`config.mk`:
```
export PLATFORM = sky130hd
export DESIGN_NAME = uart_tx
export DESIGN_NICKNAME = d
export VERILOG_FILES = /design/src/rtl/uart_tx.sv
export SDC_FILE = /design/constraint.sdc
export NUM_CORES = 1
export LEC_CHECK = 0
export ABC_AREA = 1
export BUFFER_PORTS_ARGS = -buffer_cell sky130_fd_sc_hd__clkbuf_2
export CELL_PAD_IN_SITES_DETAIL_PLACEMENT = 1
export CELL_PAD_IN_SITES_GLOBAL_PLACEMENT = 2
export CORE_ASPECT_RATIO = 0.7
export CORE_MARGIN = 2
export CORE_UTILIZATION = 34
export DETAILED_ROUTE_END_ITERATION = 12
export HOLD_SLACK_MARGIN = 0.1
export PLACE_DENSITY_LB_ADDON = 0.1
export SLEW_MARGIN = 0
export SYNTH_ARGS = -nofsm -noshare
export SYNTH_HDL_FRONTEND = slang
export SYNTH_SLANG_ARGS = --single-unit
```
`constraint.sdc`:
```
create_clock -name sysclk_in -period 2.4 [get_ports sysclk_in]
set_input_delay 0.36 -clock sysclk_in [delete_from_list [all_inputs] [get_ports sysclk_in]]
set_output_delay 0.36 -clock sysclk_in [all_outputs]
set_load 0.03 [all_outputs]
```
`src/rtl/uart_tx.sv`:
```
// UART transmitter. It sends one frame per accepted word: a start bit, DATA_BITS data bits
// LSB first, an optional parity bit, then STOP_BITS stop bits. Each bit lasts OVERSAMPLING
// divpulse_in ticks, the same ratio the receiver oversamples at.
//
// Ports:
//   sysclk_in      system clock, all logic on posedge
//   nrst_in        asynchronous active-low reset
//   divpulse_in    one-cycle baud tick, OVERSAMPLING ticks per bit period
//   tx_data_in     word to send
//   tx_valid_in    producer has a word on tx_data_in
//   tx_ready_out   block accepts a word this cycle (high only when idle)
//   tx_done_out    one-cycle pulse at the end of the last stop bit
//   tx_serial_out  serial line, idle high
module uart_tx #(
  parameter int unsigned OVERSAMPLING = 8,
  parameter int unsigned DATA_BITS    = 8,
  parameter int unsigned PARITY_EN    = 0,
  parameter int unsigned PARITY_ODD   = 0,
  parameter int unsigned STOP_BITS    = 1
) (
  input  logic                 sysclk_in,
  input  logic                 nrst_in,
  input  logic                 divpulse_in,
  input  logic [DATA_BITS-1:0] tx_data_in,
  input  logic                 tx_valid_in,
  output logic                 tx_ready_out,
  output logic                 tx_done_out,
  output logic                 tx_serial_out
);

  localparam int unsigned CW = $clog2(OVERSAMPLING);
  localparam int unsigned BW = $clog2(DATA_BITS);

  localparam logic [CW-1:0] DivLast  = CW'(OVERSAMPLING - 1);
  localparam logic [BW-1:0] DataLast = BW'(DATA_BITS - 1);
  localparam logic [BW-1:0] StopLast = BW'(STOP_BITS - 1);
  localparam logic          OddPar   = (PARITY_ODD != 0);

  typedef enum logic [2:0] {
    StIdle,
    StStart,
    StData,
    StParity,
    StStop
  } state_e;

  state_e                 state_q;
  logic [CW-1:0]          div_cnt_q;
  logic [BW-1:0]          bit_cnt_q;
  logic [DATA_BITS-1:0]   shift_q;
  logic                   parity_q;
  logic                   bit_end;

  // The current bit period ends on its OVERSAMPLING-th tick.
  always_comb begin
    bit_end = divpulse_in && (div_cnt_q == DivLast);
  end

  always_ff @(posedge sysclk_in or negedge nrst_in) begin
    if (!nrst_in) begin
      state_q       <= StIdle;
      div_cnt_q     <= '0;
      bit_cnt_q     <= '0;
      shift_q       <= '0;
      parity_q      <= 1'b0;
      tx_ready_out  <= 1'b1;
      tx_done_out   <= 1'b0;
      tx_serial_out <= 1'b1;
    end else begin
      tx_done_out <= 1'b0;

      // Ticks are only counted inside a frame; the accept edge itself is never counted.
      if (state_q != StIdle && divpulse_in) begin
        div_cnt_q <= bit_end ? '0 : div_cnt_q + CW'(1);
      end

      case (state_q)
        StIdle: begin
          tx_ready_out  <= 1'b1;
          tx_serial_out <= 1'b1;
          if (tx_valid_in) begin
            shift_q       <= tx_data_in;
            parity_q      <= (^tx_data_in) ^ OddPar;
            tx_ready_out  <= 1'b0;
            tx_serial_out <= 1'b0;
            div_cnt_q     <= '0;
            bit_cnt_q     <= '0;
            state_q       <= StStart;
          end
        end

        StStart: begin
          if (bit_end) begin
            tx_serial_out <= shift_q[0];
            bit_cnt_q     <= '0;
            state_q       <= StData;
          end
        end

        StData: begin
          if (bit_end) begin
            if (bit_cnt_q == DataLast) begin
              bit_cnt_q <= '0;
              if (PARITY_EN != 0) begin
                tx_serial_out <= parity_q;
                state_q       <= StParity;
              end else begin
                tx_serial_out <= 1'b1;
                state_q       <= StStop;
              end
            end else begin
              // shift_q[0] is the bit on the line; the next one is shift_q[1].
              shift_q       <= shift_q >> 1;
              tx_serial_out <= shift_q[1];
              bit_cnt_q     <= bit_cnt_q + BW'(1);
            end
          end
        end

        StParity: begin
          if (bit_end) begin
            tx_serial_out <= 1'b1;
            bit_cnt_q     <= '0;
            state_q       <= StStop;
          end
        end

        StStop: begin
          if (bit_end) begin
            if (bit_cnt_q == StopLast) begin
              bit_cnt_q     <= '0;
              tx_serial_out <= 1'b1;
              tx_ready_out  <= 1'b1;
              tx_done_out   <= 1'b1;
              state_q       <= StIdle;
            end else begin
              bit_cnt_q <= bit_cnt_q + BW'(1);
            end
          end
        end

        default: begin
          state_q       <= StIdle;
          div_cnt_q     <= '0;
          bit_cnt_q     <= '0;
          tx_serial_out <= 1'b1;
          tx_ready_out  <= 1'b1;
        end
      endcase
    end
  end

endmodule

```
==> impl_results.md <==
* Count of boundary I/O pins at 15
* Final setup margin at 0.8203 ns
* Count of standard-cell rows at 17
* Height of the die at roughly 53 um
* Routed via count divided by cell count at approximately 4.8
* Total congestion overflow at 0
* Final antenna diode count at 0
* Cell area after synthesis at between 1000 and 1500 um2
* Initial Util at 0.3627
* Clock insertion delay at the later pin of the skew report at 0.26 ns
* Initial DRC Count at 50
* Maximum clock skew at final layout at approximately 0.0013 ns
* Required arrival time at the worst endpoint at about 2.6 ns
* Setup Fix Bufs, Post-CTS at 0
* Drt wl/cell at approximately 13 um
* Outcome: completed
* Worst-case headroom to the max-slew limit at 0.5627
* Final Routed Wirelength at between 2000 and 3000 um
* Filler cells at 420
* Warnings, synthesis at 0
* Bufs on Longest Clock Path at 2
* Vias in the first global route at roughly 1000
* Sink count of the clock tree at 20
* Cell at the root of the clock tree: sky130_fd_sc_hd__clkbuf_8
* Most frequent standard cell in the layout excluding fill and tap cells: sky130_fd_sc_hd__nand2_1
* Flip-flop and latch count after synthesis at 20
* Remaining antenna violation count after routing at 0
* Fraction of post-synthesis cell area in the top cell type by area at 0.3892
* Mapped Avg Cell Area at roughly 7 um2
* Ratio of final minimum period to clock period at 0.6582
* RePlAce Congestion at between 0.7 and 0.8
* Total power of the final layout at between 1.5 and 2 mW
* Number of iterations in the first detailed-routing pass at 4
* Nature of the critical path endpoint: flop
* Register area at 503.0 um2
* Count of buffers from port buffering at 14
* Pwr per Cell Area at between 1000 and 1500 nW/um2
* First-pass GRT wire length at between 5000 and 6000 um
* Ratio of cells with drive above 1 in the final layout at 0.1538
* Final period demand of the worst path at about 1.6 ns
* Worst Hold Class: in -> reg
* Hold-fix buffers at CTS at 1
* GRT Total Usage at 0.1729
* Number of nets in the layout at 200
* HPWL Detailed at 2200 um
* Count of H-tree levels built during CTS at 1
* Nature of the critical path startpoint: flop
* DRC violation count after routing at 0
* Final number of hold-violating endpoints at 0
* Number of library cell types mapped by synthesis at 19
* Pre-CTS worst setup slack at 0.8154 ns
* CTS tree: yes
* IR drop worst, VDD at 0.0002973 V
* Number of slew-limit violations in the final report at 0
* Endpoints failing setup at 0
* Post-Syn Instances at approximately 160
* Multi-input gate area in the final layout at 594.3 um2
* Worst-margin pin slew at roughly 0.65 ns
* Data arrival time of the critical path at 1.78 ns
* Setup TNS Final at 0 ns
* Most used cells in the layout excluding fill and tap cells: sky130_fd_sc_hd__nand2_1 (71), sky130_fd_sc_hd__dfrtp_1 (18), sky130_fd_sc_hd__nor2_1 (16), sky130_fd_sc_hd__nand3_1 (16), sky130_fd_sc_hd__inv_1 (15)
* TritonCTS Buffers at 3
* Initial antenna violation count at 0
* Layout overhead on the synthesized area at 14.92%
* Width of the chip at about 74 um
* Top post-synthesis cells by area: sky130_fd_sc_hd__dfrtp_1 (39%), sky130_fd_sc_hd__nand2_1 (23%), sky130_fd_sc_hd__nand3_1 (6.9%)
* Leakage power at ~0.78 nW
* Worst Path Max Fanout at 9
* Post-synthesis cell type with the largest combined area: sky130_fd_sc_hd__dfrtp_1
* Die area at between 3000 and 4000 um2
* Maximum achievable frequency at about 0.63 GHz
* Post-synthesis sequential area ratio at 0.4346
* Setup repair after global routing missed its margin: no
* Type of the worst setup path: reg -> reg
* Std-Cell Core Area at roughly 3200 um2
* Maximum capacitance violations at 0
* Routed vias at around 1100
* Synthesized net count at 180
* # resized after CTS at 0
* Post-CTS clock slew at the launch and capture registers of the worst setup and hold paths at 0.07 ns
* Maximum number of pins on one net before global-route repair at 21
==> kinds of logic after synthesis <==
logic type      count (synthesis)  synth area share
simple gates                  115            0.4238
buf+inv                        16           0.05189
fa+ha+maj                       5           0.05405
flops                          20            0.4346
compound gates                  7           0.03568
==> per-layer routing <==
metal | share of wire | global-route usage
met1 | 0.55 | 0.2453
met2 | 0.39 | 0.2515
met3 | 0.044 | 0.04808
met4 | 0.012 | 0.05455
met5 | 0 | 0
==> cells in the mapped netlist <==
cell type / n
sky130_fd_sc_hd__inv_1: 15
sky130_fd_sc_hd__nor2_2: 1
sky130_fd_sc_hd__nor3_1: 4
sky130_fd_sc_hd__inv_2: 1
sky130_fd_sc_hd__a21oi_1: 3
sky130_fd_sc_hd__ha_1: 5
sky130_fd_sc_hd__a31o_2: 1
sky130_fd_sc_hd__nand2_1: 71
sky130_fd_sc_hd__nand3_2: 1
sky130_fd_sc_hd__o21ai_0: 2
sky130_fd_sc_hd__nand2_2: 3
sky130_fd_sc_hd__nand3_1: 16
sky130_fd_sc_hd__dfstp_2: 2
sky130_fd_sc_hd__nand3b_1: 1
sky130_fd_sc_hd__nor3_2: 1
sky130_fd_sc_hd__o21bai_1: 1
sky130_fd_sc_hd__dfrtp_1: 18
sky130_fd_sc_hd__nand2_4: 1
sky130_fd_sc_hd__nor2_1: 16
==> worst max-delay path, cell delays in order (launching register included) <==
cell                      delay [ns]
sky130_fd_sc_hd__dfrtp_1        0.41
sky130_fd_sc_hd__ha_1           0.20
sky130_fd_sc_hd__ha_1           0.17
sky130_fd_sc_hd__nand2_1        0.20
sky130_fd_sc_hd__nand3_1        0.11
sky130_fd_sc_hd__nand2_1        0.08
sky130_fd_sc_hd__inv_2          0.09
sky130_fd_sc_hd__nand2_4        0.12
sky130_fd_sc_hd__nand2_1        0.07
sky130_fd_sc_hd__nand2_1        0.06
==> final timing paths <==
check / start / end / slack (ns) / cells after the start
min in group asynchronous: nrst_in / bit_cnt_q[2]$_DFFE_PN0P_ / 0.62 / 2
max reg2reg: div_cnt_q[0]$_DFF_PN0_ / shift_q[2]$_DFFE_PN0P_ / 0.82 / 9
min reg2reg: tx_serial_out$_DFFE_PN1P_ / tx_serial_out$_DFFE_PN1P_ / 0.47 / 2
max: div_cnt_q[0]$_DFF_PN0_ / shift_q[2]$_DFFE_PN0P_ / 0.82 / 9
min: tx_data_in[7] / shift_q[7]$_DFFE_PN0P_ / 0.40 / 4
max in group asynchronous: nrst_in / tx_serial_out$_DFFE_PN1P_ / 1.41 / 2
==> sequential cells by signal, indices dropped and copies added (netlist names) <==
name / flops
shift_q: 8
bit_cnt_q: 3
div_cnt_q: 3
state_q: 3
tx_done_out: 1
tx_ready_out: 1
tx_serial_out: 1
==> stage by stage <==
step	std cells	util	hold slack [ns]	area (um2)
global route	220	0.4169	0.4120	1330
global placement	215	0.3996	0.3619	1275
CTS	220	0.4169	0.3932	1330
finish	220	0.4169	0.3964	1330
detailed placement	215	0.3996	0.3740	1275
floorplan	163	-	0.06441	1157
==> area by class of cell <==
class                      instances  area share
clock buffer                       4     0.03387
inverter                          16     0.04516
multi-input combinational        127      0.4468
sequential                        20      0.3782
tap                               38     0.03575
timing repair buffer              15     0.06021
==> where the power goes <==
part	internal, mW	total (mW)	switching, mW	leakage, nW
clock network	0.118	0.232	0.114	0.0228
logic	0.262	0.824	0.562	0.504
registers	0.488	0.581	0.0933	0.252
total	0.868	1.64	0.769	0.778
Note: power is estimated with default switching activity, not from simulation.
